$ cat config.mk
export PLATFORM = sky130hd
export DESIGN_NAME = gp_reg_bank
export DESIGN_NICKNAME = d
export VERILOG_FILES = /design/src/rtl/gp_reg_bank.sv
export SDC_FILE = /design/constraint.sdc
export NUM_CORES = 1
export LEC_CHECK = 0
export ABC_CLOCK_PERIOD_IN_PS = 1200
export BUFFER_PORTS_ARGS = -buffer_cell sky130_fd_sc_hd__buf_2
export CAP_MARGIN = 20
export CORE_AREA = 2 2 171 173
export CTS_BUF_LIST = sky130_fd_sc_hd__clkbuf_16
export DETAILED_ROUTE_END_ITERATION = 16
export DIE_AREA = 0 0 173 175
export PLACE_DENSITY_LB_ADDON = 0.12
export SETUP_SLACK_MARGIN = 0.4
export SLEW_MARGIN = 40
export SYNTH_ARGS = -nofsm -noshare
export SYNTH_HDL_FRONTEND = slang
export SYNTH_SLANG_ARGS = --single-unit
$ cat constraint.sdc
create_clock -name sysclk -period 1.2 [get_ports sysclk]
set_input_delay 0.06 -clock sysclk [delete_from_list [all_inputs] [get_ports sysclk]]
set_output_delay 0.06 -clock sysclk [all_outputs]
set_load 0.005 [all_outputs]
$ cat src/rtl/gp_reg_bank.sv
`default_nettype none
// ============================================================================
// Module      : gp_reg_bank
// Description : Parameterised bank of RW / RO / W1C registers with a
//               strobe-based access port, registered readback and error flag.
// Revision    : 1.0 - initial release
// ============================================================================
module gp_reg_bank #(
    parameter int                  bus_width  = 15,
    parameter int                  num_regs   = 8,
    parameter int                  addr_width = 3,
    parameter logic [bus_width:0]  reset_val  = '0,
    parameter logic [num_regs-1:0] ro_mask    = '0,
    parameter logic [num_regs-1:0] w1c_mask   = '0
) (
    input  logic                              sysclk,
    input  logic                              reset,
    input  logic                              wrb,
    input  logic                              rdb,
    input  logic [addr_width-1:0]             addr,
    input  logic [bus_width:0]                din,
    input  logic [num_regs*(bus_width+1)-1:0] hw_in,
    input  logic [num_regs*(bus_width+1)-1:0] hw_set,
    output logic [bus_width:0]                rdout,
    output logic                              rd_valid,
    output logic                              err,
    output logic [num_regs*(bus_width+1)-1:0] reg_out,
    output logic [num_regs-1:0]               wr_pulse
);

    localparam int                  c_W        = bus_width + 1;
    localparam logic [addr_width:0] c_NUM_REGS = (addr_width + 1)'(num_regs);

    logic                           w_wr;
    logic                           w_rd;
    logic                           w_legal;
    logic                           w_ro_wr;
    logic [num_regs-1:0]            w_sel;
    logic [num_regs-1:0]            w_wr_acc;
    logic [num_regs-1:0][c_W-1:0]   w_hw_in;
    logic [num_regs-1:0][c_W-1:0]   w_hw_set;
    logic [num_regs-1:0][c_W-1:0]   w_reg_view;
    logic [num_regs-1:0][c_W-1:0]   w_rd_val;
    logic [c_W-1:0]                 w_rd_data;

    logic [c_W-1:0]                 r_rdout;
    logic                           r_rd_valid;
    logic                           r_err;
    logic [num_regs-1:0]            r_wr_pulse;

    assign w_wr     = ~wrb;
    assign w_rd     = ~rdb;
    assign w_legal  = ({1'b0, addr} < c_NUM_REGS);
    assign w_hw_in  = hw_in;
    assign w_hw_set = hw_set;

    genvar i;
    generate
        for (i = 0; i < num_regs; i++) begin : g_reg
            assign w_sel[i] = w_legal && (addr == addr_width'(i));

            if (ro_mask[i]) begin : g_ro
                // Read-only: no storage, readback is the live hardware value.
                logic w_unused_set;
                assign w_unused_set  = ^w_hw_set[i];
                assign w_wr_acc[i]   = 1'b0;
                assign w_reg_view[i] = '0;
                assign w_rd_val[i]   = w_hw_in[i];
            end else if (w1c_mask[i]) begin : g_w1c
                logic [c_W-1:0] r_val;
                logic           w_unused_in;
                assign w_unused_in = ^w_hw_in[i];

                // Set is OR-ed after the clear so a simultaneous set wins.
                always_ff @(posedge sysclk) begin
                    if (reset) begin
                        r_val <= '0;
                    end else begin
                        r_val <= (r_val & ~((w_wr && w_sel[i]) ? din : '0)) | w_hw_set[i];
                    end
                end

                assign w_wr_acc[i]   = w_wr & w_sel[i];
                assign w_reg_view[i] = r_val;
                assign w_rd_val[i]   = r_val;
            end else begin : g_rw
                logic [c_W-1:0] r_val;
                logic           w_unused_in;
                assign w_unused_in = ^{w_hw_in[i], w_hw_set[i]};

                always_ff @(posedge sysclk) begin
                    if (reset) begin
                        r_val <= reset_val;
                    end else if (w_wr && w_sel[i]) begin
                        r_val <= din;
                    end
                end

                assign w_wr_acc[i]   = w_wr & w_sel[i];
                assign w_reg_view[i] = r_val;
                assign w_rd_val[i]   = r_val;
            end
        end
    endgenerate

    // Out-of-range addresses select nothing, so the mux yields zero.
    always_comb begin
        w_rd_data = '0;
        for (int k = 0; k < num_regs; k++) begin
            if (w_sel[k]) begin
                w_rd_data = w_rd_val[k];
            end
        end
    end

    assign w_ro_wr = w_wr & (|(w_sel & ro_mask));

    always_ff @(posedge sysclk) begin
        if (reset) begin
            r_rdout    <= '0;
            r_rd_valid <= 1'b0;
            r_err      <= 1'b0;
            r_wr_pulse <= '0;
        end else begin
            r_rd_valid <= w_rd;
            r_err      <= ((w_wr | w_rd) & ~w_legal) | w_ro_wr;
            r_wr_pulse <= w_wr_acc;
            if (w_rd) begin
                r_rdout <= w_rd_data;
            end
        end
    end

    assign rdout    = r_rdout;
    assign rd_valid = r_rd_valid;
    assign err      = r_err;
    assign wr_pulse = r_wr_pulse;
    assign reg_out  = w_reg_view;

endmodule
`default_nettype wire

* After elaboration in Yosys (flattened, before gate mapping) *
Cells that the tools add are included.

storage, ports and cells
  flip-flop bits (word level) = 153
  logic and storage cells = 45
  output and inout port bits = 154
  input bits = 279

cells by class
  bitwise logic cells = 10
  equality and inequality tests = 7
  mux-type cells = 8
  reduce and logical (&&, ||, !) cells = 9

operator list
  cell                                                              count
  16-bit two-way mux                                                8
  3-bit == test (second input constant)                             4
  1-bit AND                                                         8
  1-bit logical AND                                                 8
  3-bit by 2-bit == test with 1-bit output (second input constant)  2
  3-bit by 1-bit == test with 1-bit output (second input constant)  1
  3-bit zero test                                                   1
  1-bit inverter                                                    2

* Longest topological paths before layout *
  depth in word-level cells = 9
  depth in mapped cells = 7
  gate-level depth less buffers = 4

* Worst setup path before layout *
OpenSTA, ideal clock, no wires.

  kind = input to register
  start = input port addr[2]
  end = register g_reg[7].g_rw.r_val[10]
  setup time = 132 ps
  arrival = 984 ps
  setup slack = 83 ps
  stages on the path = 7
  cells stage by stage = buf_6 > nor2b_1 > clkbuf_1 > nand3_2 > buf_4 > nand2_1 > a21oi_1

between the ends
  longest elaborated chain between the ends = 2

RTL lines
  what                  RTL line  source
  from (decl)           20        input logic [addr_width-1:0] addr,
  3-bit == test         60        assign w_sel[i] = w_legal && (addr == addr_width'(i));
  1-bit logical AND     94        end else if (w_wr && w_sel[i]) begin
  to (signal assigned)  93        r_val <= reset_val;
  to (signal assigned)  95        r_val <= din;
  to (decl)             87        logic [c_W-1:0] r_val;

Every way passes these cells.
A chain may end at the register's enable or synchronous reset.

* Final worst setup path *
  start = register g_reg[4].g_rw.r_val[8]
  end = register r_rdout[8] (netlist: rdout[8])

between the ends
  longest elaborated chain between the ends = 4

RTL lines
  what                             RTL line  source
  from (decl)                      87
  from (signal assigned)           93
  from (signal assigned)           95
  16-bit two-way mux (4 in a row)  110       if (w_sel[k]) begin
  to (signal assigned)             129       r_rdout <= w_rd_data;
  to (decl)                        46        logic [c_W-1:0] r_rdout;

Every way passes these cells.

==> key figures <==
Setup path
  • Critical path class: reg2reg
  • Critical Path RT: 1500 ps
  • Worst Path Max Fanout: 2
  • Crit-path leading delay family: compound AO/OA/AOI/OAI gates
  • Critical Path, Cell by Cell: mux2i_2 -> o221ai_2 -> a221oi_2 -> nor3_1
  • R2r endpoint: rdout[8]$_SDFFE_PP0N_
  • Reg2reg start: g_reg[4].g_rw.r_val[8]$_SDFFE_PP0P_
  • Reg2reg setup slack: 4 ps
  • Delay of the slowest critical-path stage: 350 ps
  • CP Data Arrival Time: 1500 ps
  • Buf/Inv on CP: 0
  • Crit path max-delay cell type: dfxtp_2
  • Worst Setup End Kind: flip-flop
  • R2R cell count: 4
  • Crit start category: flip-flop
  • WP depth: 4

CTS
  • CTS tree: built
  • Clock buffer depth: 2
  • Clk root buf: clkbuf_16
  • Num CTS Buffers: 17
  • Clk sinks: 153
  • # H-tree levels: 4
  • Clock latency on the worst-skew pair: 430 ps
  • Clock Pin Slew Worst Setup and Hold Paths: 70 ps

Floorplanning
  • Die area: 30300 µm²
  • IO Pins: 433
  • Initial core utilization: 22.9%
  • Core Area: 28400 µm²
  • Die Wd: 173 µm
  • Die Ht: 175 µm
  • Row count: 62

Timing
  • Final Skew: 13.4 ps
  • Crit path time final: 1200 ps
  • Slew Limit Fails: 0
  • Fin worst setup slack: 4.03 ps
  • Final setup fails: 0
  • Period utilization: 99.7%
  • RSZ-0062 raised after global routing: yes
  • Final Hold Viols: 0
  • Fmax: 836 MHz

Synthesis
  • Count of cell types in the netlist: 34
  • Async S/R FF share, synth: 0%
  • Area of the mapped netlist: 6490 µm²
  • Synth cell count leaders: 256 x nand2_1, 153 x dfxtp_1, 128 x a21oi_1
  • Post-synthesis sequential area ratio: 47.2%
  • Synth warnings: 0
  • Post-synthesis simple-gate area fraction: 20.1%
  • Dominant cells by area after synthesis: dfxtp_1 47%, nand2_1 15%, a21oi_1 9.9%, mux2i_1 5.7%, o221ai_1 2.2%
  • Syn nets: 1074
  • EDFF count, synth: 0
  • Synth Area in XOR/XNOR: 0%
  • Most frequent cell after synthesis: nand2_1
  • Mux cell area share after synthesis: 7.62%
  • Mean Syn Cell Area: 8.16 µm²
  • Post-Synthesis Cells: 795
  • Largest family of logic cells by synthesized area: simple AND/OR/NAND/NOR gates
  • Post-synth top area share: 47.2%
  • Synth area leader: dfxtp_1
  • Synth Area in Compound Gates: 19.0%
  • Post-Synth Adder-Cell Area: 0%
  • Synth Flop Type: dfxtp_1
  • Synthesized flop and latch total: 153

Place
  • Global placement routability congestion: 0.802
  • Port Buffer Count: 175
  • Dpl ws: -298 ps
  • Area after DPL: 8560 µm²
  • # placed instances: 1372
  • Final HPWL DP: 21.9 mm

Layout
  • Proportion of layout cells with a drive suffix above 1: 58.8%
  • Layout Cells excl Fill: 1509
  • Total Nets Final: 1391
  • Antenna diode count: 0
  • Fin area: 11900 µm²
  • Synthesis-to-finish area growth: 83.2%

GRT
  • Vias in the first global route: 6923
  • GRT overflow: 0
  • GRT Util Overall: 20.4%
  • Pin count of the biggest net entering global routing: 57
  • Initial antenna violation count: 0
  • First-pass GRT wire length: 46.0 mm

Detailed routing
  • Via Count: 7001
  • DRT iter0 DRCs: 404
  • Residual DRC: 0
  • Vias per cell: 4.64
  • Post-route ant nets: 0
  • Routed WL: 31.9 mm
  • Drt wl/cell: 21.1 µm
  • First-pass DRT Iterations: 5

Hold path
  • Hold/Removal Path Class: in2reg
  • Worst Hold End: g_reg[6].g_rw.r_val[12]$_SDFFE_PP0P_
  • Hold path startpoint: din[12]
  • Cells on Worst Hold Path: 3

Flow run
  • # Max-Cap Violations: 0

Power and ir drop
  • Worst VDD drop: 0.938 mV
  • Total Power: 12300 µW
  • Leakage: 0.00479 µW
  • Pwr Density: 1030 nW/µm²

Run status
  • Run status: finished clean
stage by stage:
step           setup TNS [ps]  utilization, %  hold slack [ps]
2_1_floorplan               0               -              242
3_3_place_gp           -21360            30.2              408
3_5_place_dp           -23810            30.2              416
4_1_cts                     0            37.9             6.81
5_1_grt                  -146            41.9             11.6
6_report                    0            41.9             18.5
how the worst max path moves through the flow:
stage | startpoint | end | slack [ps]
2_1_floorplan | addr[1] | rdout[12]$_SDFFE_PP0N_ | 190
3_3_place_gp | addr[1] | g_reg[2].g_rw.r_val[11]$_SDFFE_PP0P_ | -260
3_5_place_dp | addr[1] | g_reg[2].g_rw.r_val[9]$_SDFFE_PP0P_ | -300
4_1_cts | g_reg[6].g_rw.r_val[0]$_SDFFE_PP0P_ | rdout[0]$_SDFFE_PP0N_ | 40
5_1_grt | g_reg[4].g_rw.r_val[8]$_SDFFE_PP0P_ | rdout[8]$_SDFFE_PP0N_ | -80
6_report | g_reg[4].g_rw.r_val[8]$_SDFFE_PP0P_ | rdout[8]$_SDFFE_PP0N_ | 4
worst min-delay path, stage by stage:
cell	delay, ps
buf_2	210
nand2_4	90
a21oi_2	40
state kept, by name, indices dropped and copies added (netlist names):
name / count
wr_pulse: 8
rd_valid: 1
g.g_rw.r_val: 128
rdout: 16
cell type report:
class	count	area, µm²
fillers	2878	16500
well taps	384	480
inverters	5	18.8
clock inverters	15	128
repair buffers	370	3750
multi-input cells	565	3730
clock buffers	17	425
flip-flops and latches	153	3350
kinds of logic (layout without fill, tap and decap cells):
group	count (synthesis)	count (layout)
muxes	48	48
AOI/OAI and AO/OA	209	209
and+or+nand+nor	307	307
buffers and inverters	77	407
other	1	1
DFF	153	153
cells in the final DEF (no fill, tap or decap), types with 6 or more instances in the layout:
cell / netlist / final
dfxtp_2: 0 / 107
nand2_4: 0 / 20
o221ai_2: 0 / 9
dfxtp_4: 0 / 42
nand2_1: 256 / 222
a21oi_1: 128 / 95
dlygate4sd3_1: 0 / 15
o21ai_1: 2 / 11
clkinvlp_4: 0 / 8
buf_2: 16 / 54
clkbuf_16: 0 / 22
nor2b_1: 9 / 6
nor2_1: 12 / 9
buf_4: 14 / 100
mux2i_1: 37 / 34
o21ai_0: 20 / 11
mux2_4: 0 / 11
nand2_2: 7 / 19
a21oi_2: 0 / 33
o221ai_4: 0 / 7
o21a_1: 11 / 11
buf_12: 0 / 25
buf_6: 3 / 166
a22oi_1: 16 / 16
o2bb2ai_1: 11 / 11
where the power goes:
group | internal, µW | total [µW] | switching, µW | leakage (µW)
Combinational | 877 | 1810 | 932 | 0.00322
Clock | 2840 | 5190 | 2350 | 0.000243
Sequential | 5150 | 5270 | 123 | 0.00132
Total | 8870 | 12300 | 3410 | 0.00479
routing by layer:
layer / up-vias / part of all wire [%] / global-route usage [%] / wire length [µm]
met1: 3408 / 50 / 30.1 / 16000
met4: 0 / 0.71 / 3.60 / 227
met2: 236 / 42 / 29.3 / 13300
met3: 12 / 7.3 / 6.14 / 2330
li1: 3345 / - / - / -
met5: - / 0 / 0 / 0
what timing repair did:
action                                 CTS  global route
resized for setup                      307           192
gates cloned                             1             5
pin swaps                               12            47
setup endpoints to repair              302           249
endpoints found under the hold margin  115             0
setup buffers                           59            25
hold buffers                            15             0
Power figures use the tool's default switching activity.
